==> src/rtl/uart_word_rx_pkg.sv <==
// Shared definitions for the UART word receiver: FSM state encoding and frame constants.
package uart_word_rx_pkg;

  typedef enum logic [2:0] {
    ST_IDLE  = 3'd0,
    ST_START = 3'd1,
    ST_DATA  = 3'd2,
    ST_STOP  = 3'd3,
    ST_BREAK = 3'd4
  } state_t;

  localparam int OVERSAMPLE = 16;
  localparam int MID_TICK   = 7;
  localparam int DATA_BITS  = 8;

endpackage

==> src/rtl/uart_word_rx_baud_tick.sv <==
// ce-gated oversample divider: counts BAUD_DIV-1 down to 0 and flags a tick at 0.
module uart_word_rx_baud_tick #(
  parameter int BAUD_DIV = 54
) (
  input  logic clk,
  input  logic rst,
  input  logic ce,
  input  logic i_run,
  input  logic i_load,
  output logic o_tick
);

  localparam int CW = (BAUD_DIV > 1) ? $clog2(BAUD_DIV) : 1;
  localparam logic [CW-1:0] RELOAD = CW'(BAUD_DIV - 1);

  logic [CW-1:0] r_cnt;

  always_ff @(posedge clk) begin
    if (!rst) begin
      r_cnt <= '0;
    end else if (ce) begin
      if (i_load) begin
        r_cnt <= RELOAD;
      end else if (i_run) begin
        r_cnt <= (r_cnt == '0) ? RELOAD : r_cnt - 1'b1;
      end
    end
  end

  // A load restarts the phase, so it suppresses any tick in that cycle.
  assign o_tick = ce && i_run && !i_load && (r_cnt == '0);

endmodule

==> src/rtl/uart_word_rx.sv <==
// Oversampled 8N1 receiver feeding the boot loader: bytes are paired into 16-bit words,
// high byte first. Every register advances only on ce.
module uart_word_rx
  import uart_word_rx_pkg::*;
#(
  parameter int BAUD_DIV     = 54,
  parameter int TIMEOUT_BITS = 32
) (
  input  logic        clk,
  input  logic        rst,
  input  logic        ce,
  input  logic        rx,
  output logic [7:0]  byte_out,
  output logic        byte_valid,
  output logic [15:0] word_out,
  output logic        word_valid,
  output logic        frame_err,
  output logic        busy,
  output logic [2:0]  dbg_state
);

  localparam int TO_TICKS = TIMEOUT_BITS * OVERSAMPLE;
  localparam int TO_W     = $clog2(TO_TICKS + 1);
  localparam logic [3:0] LAST_TICK = 4'(OVERSAMPLE - 1);
  localparam logic [3:0] MID_IDX   = 4'(MID_TICK);
  localparam logic [2:0] LAST_BIT  = 3'(DATA_BITS - 1);

  state_t          r_state;
  state_t          w_state_nxt;
  logic            r_rx_meta;
  logic            r_rx_sync;
  logic [3:0]      r_tick_idx;
  logic [3:0]      w_tick_idx_nxt;
  logic [2:0]      r_bit_idx;
  logic [2:0]      w_bit_idx_nxt;
  logic [7:0]      r_shift;
  logic [7:0]      r_high;
  logic            r_pending;
  logic [TO_W-1:0] r_to_cnt;
  logic            w_tick;
  logic            w_run;
  logic            w_start_det;
  logic            w_shift_en;
  logic            w_byte_done;
  logic            w_frame_bad;
  logic            w_timeout;

  always_ff @(posedge clk) begin
    if (!rst) begin
      r_rx_meta <= 1'b1;
      r_rx_sync <= 1'b1;
    end else if (ce) begin
      r_rx_meta <= rx;
      r_rx_sync <= r_rx_meta;
    end
  end

  // Ticks also run in IDLE while a high byte waits, to time its expiry.
  assign w_run = (r_state != ST_IDLE) || r_pending;

  uart_word_rx_baud_tick #(
    .BAUD_DIV(BAUD_DIV)
  ) u_baud_tick (
    .clk   (clk),
    .rst   (rst),
    .ce    (ce),
    .i_run (w_run),
    .i_load(w_start_det),
    .o_tick(w_tick)
  );

  always_ff @(posedge clk) begin
    if (!rst) begin
      r_state    <= ST_IDLE;
      r_tick_idx <= '0;
      r_bit_idx  <= '0;
      r_shift    <= '0;
    end else if (ce) begin
      r_state    <= w_state_nxt;
      r_tick_idx <= w_tick_idx_nxt;
      r_bit_idx  <= w_bit_idx_nxt;
      if (w_shift_en) r_shift <= {r_rx_sync, r_shift[7:1]};
    end
  end

  always_comb begin
    w_state_nxt    = r_state;
    w_tick_idx_nxt = r_tick_idx;
    w_bit_idx_nxt  = r_bit_idx;
    w_start_det    = 1'b0;
    w_shift_en     = 1'b0;
    w_byte_done    = 1'b0;
    w_frame_bad    = 1'b0;
    unique case (r_state)
      ST_IDLE: begin
        if (!r_rx_sync) begin
          w_state_nxt    = ST_START;
          w_start_det    = 1'b1;
          w_tick_idx_nxt = '0;
        end
      end
      ST_START: begin
        if (w_tick) begin
          if (r_tick_idx == MID_IDX) begin
            // Restarting the tick index here puts every later sample at a bit centre.
            w_tick_idx_nxt = '0;
            w_bit_idx_nxt  = '0;
            w_state_nxt    = r_rx_sync ? ST_IDLE : ST_DATA;
          end else begin
            w_tick_idx_nxt = r_tick_idx + 4'd1;
          end
        end
      end
      ST_DATA: begin
        if (w_tick) begin
          if (r_tick_idx == LAST_TICK) begin
            w_tick_idx_nxt = '0;
            w_shift_en     = 1'b1;
            if (r_bit_idx == LAST_BIT) w_state_nxt = ST_STOP;
            else                       w_bit_idx_nxt = r_bit_idx + 3'd1;
          end else begin
            w_tick_idx_nxt = r_tick_idx + 4'd1;
          end
        end
      end
      ST_STOP: begin
        if (w_tick) begin
          if (r_tick_idx == LAST_TICK) begin
            w_tick_idx_nxt = '0;
            if (r_rx_sync) begin
              w_byte_done = 1'b1;
              w_state_nxt = ST_IDLE;
            end else begin
              w_frame_bad = 1'b1;
              w_state_nxt = ST_BREAK;
            end
          end else begin
            w_tick_idx_nxt = r_tick_idx + 4'd1;
          end
        end
      end
      ST_BREAK: begin
        if (r_rx_sync) w_state_nxt = ST_IDLE;
      end
      default: w_state_nxt = ST_IDLE;
    endcase
  end

  assign w_timeout = r_pending && (r_state == ST_IDLE) && w_tick &&
                     (r_to_cnt == TO_W'(TO_TICKS - 1));

  always_ff @(posedge clk) begin
    if (!rst) begin
      r_to_cnt <= '0;
    end else if (ce) begin
      if (w_start_det || w_timeout) begin
        r_to_cnt <= '0;
      end else if (r_pending && (r_state == ST_IDLE) && w_tick) begin
        r_to_cnt <= r_to_cnt + 1'b1;
      end
    end
  end

  // Output handshake: valid-only pulses, no ready. byte_out/word_out are stable whenever
  // their valid is high and must be captured on that ce-cycle.
  always_ff @(posedge clk) begin
    if (!rst) begin
      byte_out   <= '0;
      byte_valid <= 1'b0;
      word_out   <= '0;
      word_valid <= 1'b0;
      frame_err  <= 1'b0;
      r_high     <= '0;
      r_pending  <= 1'b0;
    end else if (ce) begin
      byte_valid <= w_byte_done;
      frame_err  <= w_frame_bad;
      word_valid <= 1'b0;
      if (w_byte_done) begin
        byte_out <= r_shift;
        if (r_pending) begin
          word_out   <= {r_high, r_shift};
          word_valid <= 1'b1;
          r_pending  <= 1'b0;
        end else begin
          r_high    <= r_shift;
          r_pending <= 1'b1;
        end
      end else if (w_frame_bad || w_timeout) begin
        r_pending <= 1'b0;
      end
    end
  end

  assign busy      = (r_state != ST_IDLE);
  assign dbg_state = r_state;

endmodule
==> config.mk <==
export PLATFORM = sky130hd
export DESIGN_NAME = uart_word_rx
export DESIGN_NICKNAME = d
export VERILOG_FILES = /design/src/rtl/uart_word_rx_pkg.sv /design/src/rtl/uart_word_rx_baud_tick.sv /design/src/rtl/uart_word_rx.sv
export SDC_FILE = /design/constraint.sdc
export NUM_CORES = 1
export LEC_CHECK = 0
export ABC_CLOCK_PERIOD_IN_PS = 3800
export CAP_MARGIN = 20
export CORE_UTILIZATION = 60
export DETAILED_ROUTE_END_ITERATION = 10
export MAX_ROUTING_LAYER = met4
export PLACE_DENSITY = 0.88
export SETUP_SLACK_MARGIN = 0.4
export SLEW_MARGIN = 20
export SYNTH_ARGS = -nofsm -noshare
export SYNTH_HDL_FRONTEND = slang
export SYNTH_HIERARCHICAL = 1
export SYNTH_SLANG_ARGS = --single-unit
==> constraint.sdc <==
create_clock -name clk -period 3.8 [get_ports clk]
set_clock_uncertainty 0.15 [all_clocks]
set_input_delay 0.76 -clock clk [delete_from_list [all_inputs] [get_ports clk]]
set_output_delay 0.76 -clock clk [all_outputs]
set_load 0.05 [all_outputs]
# [After elaboration in Yosys (flattened, before gate mapping)]
# Index checks and enable logic that the tools add are counted.
[word_totals] regBits=72 in_bits=4 out_inout_bits=31 elab_cells=114
[op_classes] add_sub_neg=4 eq_ne=19 n_mux=46 bitwise=1 n_reduce_logical=29
[op_table] operator="two-way mux 3 bit" n=15
[op_table] operator="two-way mux 10 bit" n=2
[op_table] operator="two-way mux 4 bit" n=5
[op_table] operator="!= test 2 bit (second input constant)" n=10
[op_table] operator="two-way mux 6 bit" n=3
[op_table] operator="two-way mux 1 bit" n=17
[op_table] operator="case mux 3 bit (5 select lines)" n=1
[op_table] operator="case mux 4 bit (3 select lines)" n=1
[op_table] operator="adder 10 x 1 -> 10 bit (second input constant)" n=1
[op_table] operator="equality test 10 x 9 -> 1 bit (second input constant)" n=1
[op_table] operator="AND reduction 10 bit" n=1
[op_table] operator="AND reduction 2 bit" n=5
[op_table] operator="nonzero test 2 bit" n=4
[op_table] operator="AND reduction 7 bit" n=1
[op_table] operator="equality test 3 x 2 -> 1 bit (second input constant)" n=2
[op_table] operator="equality test 3 bit (second input constant)" n=2
[op_table] operator="logical AND 1 bit" n=6
[op_table] operator="zero test 6 bit" n=1
[op_table] operator="case mux 3 bit (2 select lines)" n=1
[op_table] operator="AND reduction 3 bit" n=2
[op_table] operator="nonzero test 3 bit" n=2
[op_table] operator="subtractor 6 x 1 -> 6 bit (second input constant)" n=1
[op_table] operator="AND reduction 5 bit" n=1
[op_table] operator="adder 4 x 1 -> 4 bit (second input constant)" n=1
[op_table] operator="11 further kinds" n=13

# [Logic depth before layout (Yosys ltp)]
[logic_depth] word_depth=10 depth_mapped=12 depth_no_buf=10

# [Cells and area by module]
# Netlist, hierarchy kept.
[modules_own_cells] mod="uart_word_rx" instances=1 cells_per_inst=316 area_each_um2=2745.1 seq_area_each_um2=1321.3
[modules_own_cells] mod="uart_word_rx_baud_tick" instances=1 cells_per_inst=48 area_each_um2=422.9 seq_area_each_um2=120.1

# [Least setup slack after synthesis]
# OpenSTA, ideal clock, no wires.
[synth_path] kind="register to register" from="register r_state[1], in the netlist dbg_state[1]" to="register word_out[3]" setup_ns=0.129 arrival_ns=2.924 required_time_ns=3.521 setup_slack_ns=0.597 stages_incl_launch_ff=13 path_buffers=3 synth_period_minus_slack_ns=3.203 path_cell_list="dfxtp_1 -> buf_2 -> or3_1 -> or2_2 -> nand4_1 -> nor2_1 -> and3_1 -> clkbuf_1 -> and4_1 -> nand3_1 -> clkbuf_1 -> nand3_1 -> o21ai_0"
[synth_via] elab_chain_len=8 word_cells_on_any_way=12 classes_between="1 x eq/ne; 3 x mux; 8 x reduce/logical"
[synth_lines] item="start: declaration" line="uart_word_rx.sv:28" text="state_t r_state;"
[synth_lines] item="start signal: assignment" line="uart_word_rx.sv:79" text="r_state <= w_state_nxt;"
[synth_lines] item="nonzero test 3 bit"
[synth_lines] item="via busy" line="uart_word_rx.sv:18" text="output logic busy,"
[synth_lines] item="logical OR 1 bit" line="uart_word_rx.sv:59" text="assign w_run = (r_state != ST_IDLE) || r_pending;"
[synth_lines] item="via w_run" line="uart_word_rx.sv:41" text="logic w_run;"
[synth_lines] item="logical AND 1 bit (3 in series)" line="uart_word_rx_baud_tick.sv:31" text="assign o_tick = ce && i_run && !i_load && (r_cnt == '0);"
[synth_lines] item="via w_tick" line="uart_word_rx.sv:40" text="logic w_tick;"
[synth_lines] item="two-way mux 1 bit" line="uart_word_rx.sv:127" text="if (w_tick) begin"
[synth_lines] item="two-way mux 1 bit" line="uart_word_rx.sv:94" text="unique case (r_state)"
[synth_lines] item="AND reduction 3 bit (no source line)"
[synth_lines] item="end signal: assignment" line="uart_word_rx.sv:182" text="word_out <= {r_high, r_shift};"
[synth_lines] item="end: declaration" line="uart_word_rx.sv:15" text="output logic [15:0] word_out,"
# The timed path passes the listed nets, and every way through them passes these cells.
# A chain may end at the register's enable or synchronous reset.

# [Final worst setup path]
[layout_path] from="register r_state[2], in the netlist dbg_state[2]" to="register r_high[4]"
[layout_via] elab_chain_len=8 word_cells_on_any_way=12 classes_between="1 x eq/ne; 3 x mux; 8 x reduce/logical"
[layout_lines] item="nonzero test 3 bit" line="uart_word_rx.sv:59"
[layout_lines] item="logical OR 1 bit" line="uart_word_rx.sv:59"
[layout_lines] item="via w_run" line="uart_word_rx.sv:41"
[layout_lines] item="logical AND 1 bit (3 in series)" line="uart_word_rx_baud_tick.sv:31"
[layout_lines] item="via w_tick" line="uart_word_rx.sv:40"
[layout_lines] item="two-way mux 1 bit" line="uart_word_rx.sv:127"
[layout_lines] item="two-way mux 1 bit" line="uart_word_rx.sv:94"
[layout_lines] item="AND reduction 3 bit (no source line)"
[layout_lines] item="end signal: assignment" line="uart_word_rx.sv:186" text="r_high <= r_shift;"
[layout_lines] item="end: declaration" line="uart_word_rx.sv:37" text="logic [7:0] r_high;"
# The timed path passes the listed nets, and every way through them passes these cells.

==> impl_metrics.py <==
metrics = {
    "outcome": {
        "run_status": "finished clean",
    },
    "routing": {
        "routedWlPerCell_um": 14.41,
        "drtAntennaViolNets": 0,
        "post-route-drc-count": 0,
        "dr.pass1.iters": 4,
        "routed-via-count": 2668,
        "drt-total-wl_um": 6702,
        "vias_per_cell": 5.738,
        "first_iter_violations": 161,
    },
    "placed_design": {
        "placed_cell_area_sq_um": 3512,
        "routabilityCongestion": 0.7915,
        "hpwl_um": 4406,
        "portBuffers": 34,
    },
    "yosys": {
        "synth-seq-cells": 72,
        "synth_fa_ha_area_share_pct": 2.370,
        "synth.avg_cell_area_sq_um": 8.703,
        "yosysWarnings": 6,
        "synth_top_family_by_area": "simple AND/OR/NAND/NOR gates",
        "synthFlopType": "dfxtp_1",
        "yosysSeqAreaShare_pct": 45.50,
        "synth_compound_area_share_pct": 13.82,
        "synth_cell_types": 56,
        "synth-simple-area-share_pct": 27.33,
        "syn_area_sq_um": 3168,
        "syn_nets": 374,
        "synth_edf_count": 0,
        "async_flop_share_pct": 0,
        "synth.area.mux_share_pct": 3.791,
        "postSynthCellCount": 364,
        "synthXorXnorAreaFrac_pct": 3.041,
    },
    "timing": {
        "setup_violations": 0,
        "relSlewSlack_pct": 60.24,
        "tightest_slew_ns": 0.5946,
        "post-route-period-util_pct": 77.77,
        "fmax_mhz": 338.4,
        "final.setup.tns_ns": 0,
        "maxSlewViolCount": 0,
        "fin_crit_ns": 2.955,
        "hold_viol": 0,
        "rsz0062_at_grt": "no",
    },
    "finish": {
        "layout_commonest_cell": "dfxtp_1",
        "layout_common_cells": "dfxtp_1, nand2_1, o21ai_0, nand3_1",
        "final_nets": 400,
        "fill_cells": 380,
        "final_area_sq_um": 3755,
        "drive_above_1_share_pct": 8.354,
        "antenna_cells": 0,
        "area_growth_pct": 18.52,
    },
    "grt": {
        "grt_pass1_vias": 2403,
        "antenna_found_initial": 0,
        "gr-total-overflow": 0,
        "grtUsageTotal_pct": 27.04,
        "grt_max_degree": 52,
        "grt_pass1_wl_um": 10860,
    },
    "setup_path": {
        "setup.worst_path.start_class": "flip-flop",
        "critPathMaxFanout": 17,
        "crit_required_ns": 3.86,
        "worstPathArrival_ns": 3.02,
        "crit_type": "flip-flop to flip-flop",
        "cp-end-kind": "flip-flop",
    },
    "floorplanning": {
        "die_w_um": 74.67,
        "core_area_sq_um": 5107,
        "io_pins": 35,
        "std_cell_rows": 26,
        "fp.dieH_um": 74.67,
        "dieArea_sq_um": 5575,
        "start_util_pct": 62.03,
    },
    "run": {
        "cap_violations": 0,
    },
    "clocking": {
        "cts.repair.resized": 0,
        "post-cts-setup-buffer-count": 0,
        "hold_buffers": 0,
        "cts_tree": "yes",
        "htreeDepth": 3,
        "clock_sinks": 72,
        "cts_buffer_depth": 2,
        "cts-root-buf": "clkbuf_8",
        "numCtsBuffers": 9,
        "insertion_delay_ns": 0.35,
        "clk_pin_slew_ns": 0.08,
    },
    "power_and_ir_drop": {
        "p_leak_nw": 1.379,
        "peakVddDrop_mv": 0.4147,
        "power_density_nw_per_um2": 416.0,
    },
    "worst_hold_path": {
        "min_path_type": "flip-flop to flip-flop",
    },
}
## critical path: stages, from the launching register on
cell	delay [ns]
dfxtp_1	0.61
or3_1	0.25
or2_2	0.17
nand4_1	0.09
nor2_1	0.23
and3_1	0.30
and4_1	0.26
nand3b_1	0.40
nand3_1	0.26
o21ai_0	0.11
## path summary, 6_finish.rpt
kind	start	to	slack, ns	depth (start not counted)
max	dbg_state[2]$_SDFFE_PN0P_	r_high[4]$_SDFFE_PN0P_	0.84	9
min	r_high[0]$_SDFFE_PN0P_	word_out[8]$_SDFFE_PN0P_	0.31	2
max reg2reg	dbg_state[2]$_SDFFE_PN0P_	r_high[4]$_SDFFE_PN0P_	0.84	9
min reg2reg	r_high[0]$_SDFFE_PN0P_	word_out[8]$_SDFFE_PN0P_	0.31	2
## final cells by class
class	instances	area, sq um	area share (%)
timing repair buffer	38	365.4	9.730
sequential	72	1441	38.39
inverter	6	22.52	0.5998
clock buffer	10	127.6	3.399
tap	70	87.58	2.333
multi-input combinational	263	1595	42.49
clock inverter	6	115.1	3.066
## per-layer routing
layer | vias up | track usage [%] | wire [um]
met3 | 8 | 10.04 | 294
met1 | 1259 | 32.48 | 2998
li1 | 1345 | - | -
met2 | 56 | 40.84 | 3314
met5 | - | - | 0
met4 | 0 | 11.32 | 95
## cells by family after synthesis
logic type,count (synthesis)
XOR/XNOR,11
adder cells (fa/ha/maj),6
flip-flops,72
AO/OA/AOI/OAI,72
buffers and inverters,29
AND/OR/NAND/NOR,162
multiplexers,12
## sequential cells by signal (all words and copies together), names as in the netlist
| name | count |
|---|---|
| byte_out | 8 |
| r_shift | 8 |
| r_rx_meta | 1 |
| frame_err | 1 |
| r_pending | 1 |
| dbg_state | 3 |
| r_bit_idx | 3 |
| word_out | 16 |
| r_tick_idx | 4 |
| r_rx_sync | 1 |
| word_valid | 1 |
| r_to_cnt | 10 |
| r_high | 8 |
| u_baud_tick/r_cnt | 6 |
| byte_valid | 1 |
## synth_stat cells (4+ instances only)
cell type	number	area (sq um)
a21oi_1	10	50.05
and3_1	5	31.28
clkbuf_1	16	60.06
dfxtp_1	72	1441
ha_1	6	75.07
inv_1	4	15.01
mux2i_1	12	120.1
nand2_1	40	150.1
nand2b_1	8	50.05
nand3_1	39	195.2
nand4_1	9	56.30
nor2_1	33	123.9
nor3b_1	4	30.03
o21ai_0	40	200.2
xor2_1	9	78.83
## per-stage QoR
step	hold slack (ns)	std cells	total power, mW	setup slack (ns)	util [%]
final	0.3139	465	1.562	0.8447	73.52
after global routing	0.3365	465	1.611	0.5671	73.52
after CTS	0.3196	465	1.571	0.8552	73.52
after detailed placement	0.3085	449	0.8437	0.7150	68.77
after global placement	0.2969	449	0.8423	0.8342	68.77
after floorplan	0.2862	364	0.8284	0.5968	-
## power breakdown
part / switching, mW / leakage (nW) / internal (mW) / total [mW]
Sequential: 0.00707 / 0.580 / 0.758 / 0.765
Clock: 0.294 / 0.117 / 0.441 / 0.735
Combinational: 0.0399 / 0.681 / 0.0222 / 0.0621
(Power assumes the default switching activity.)
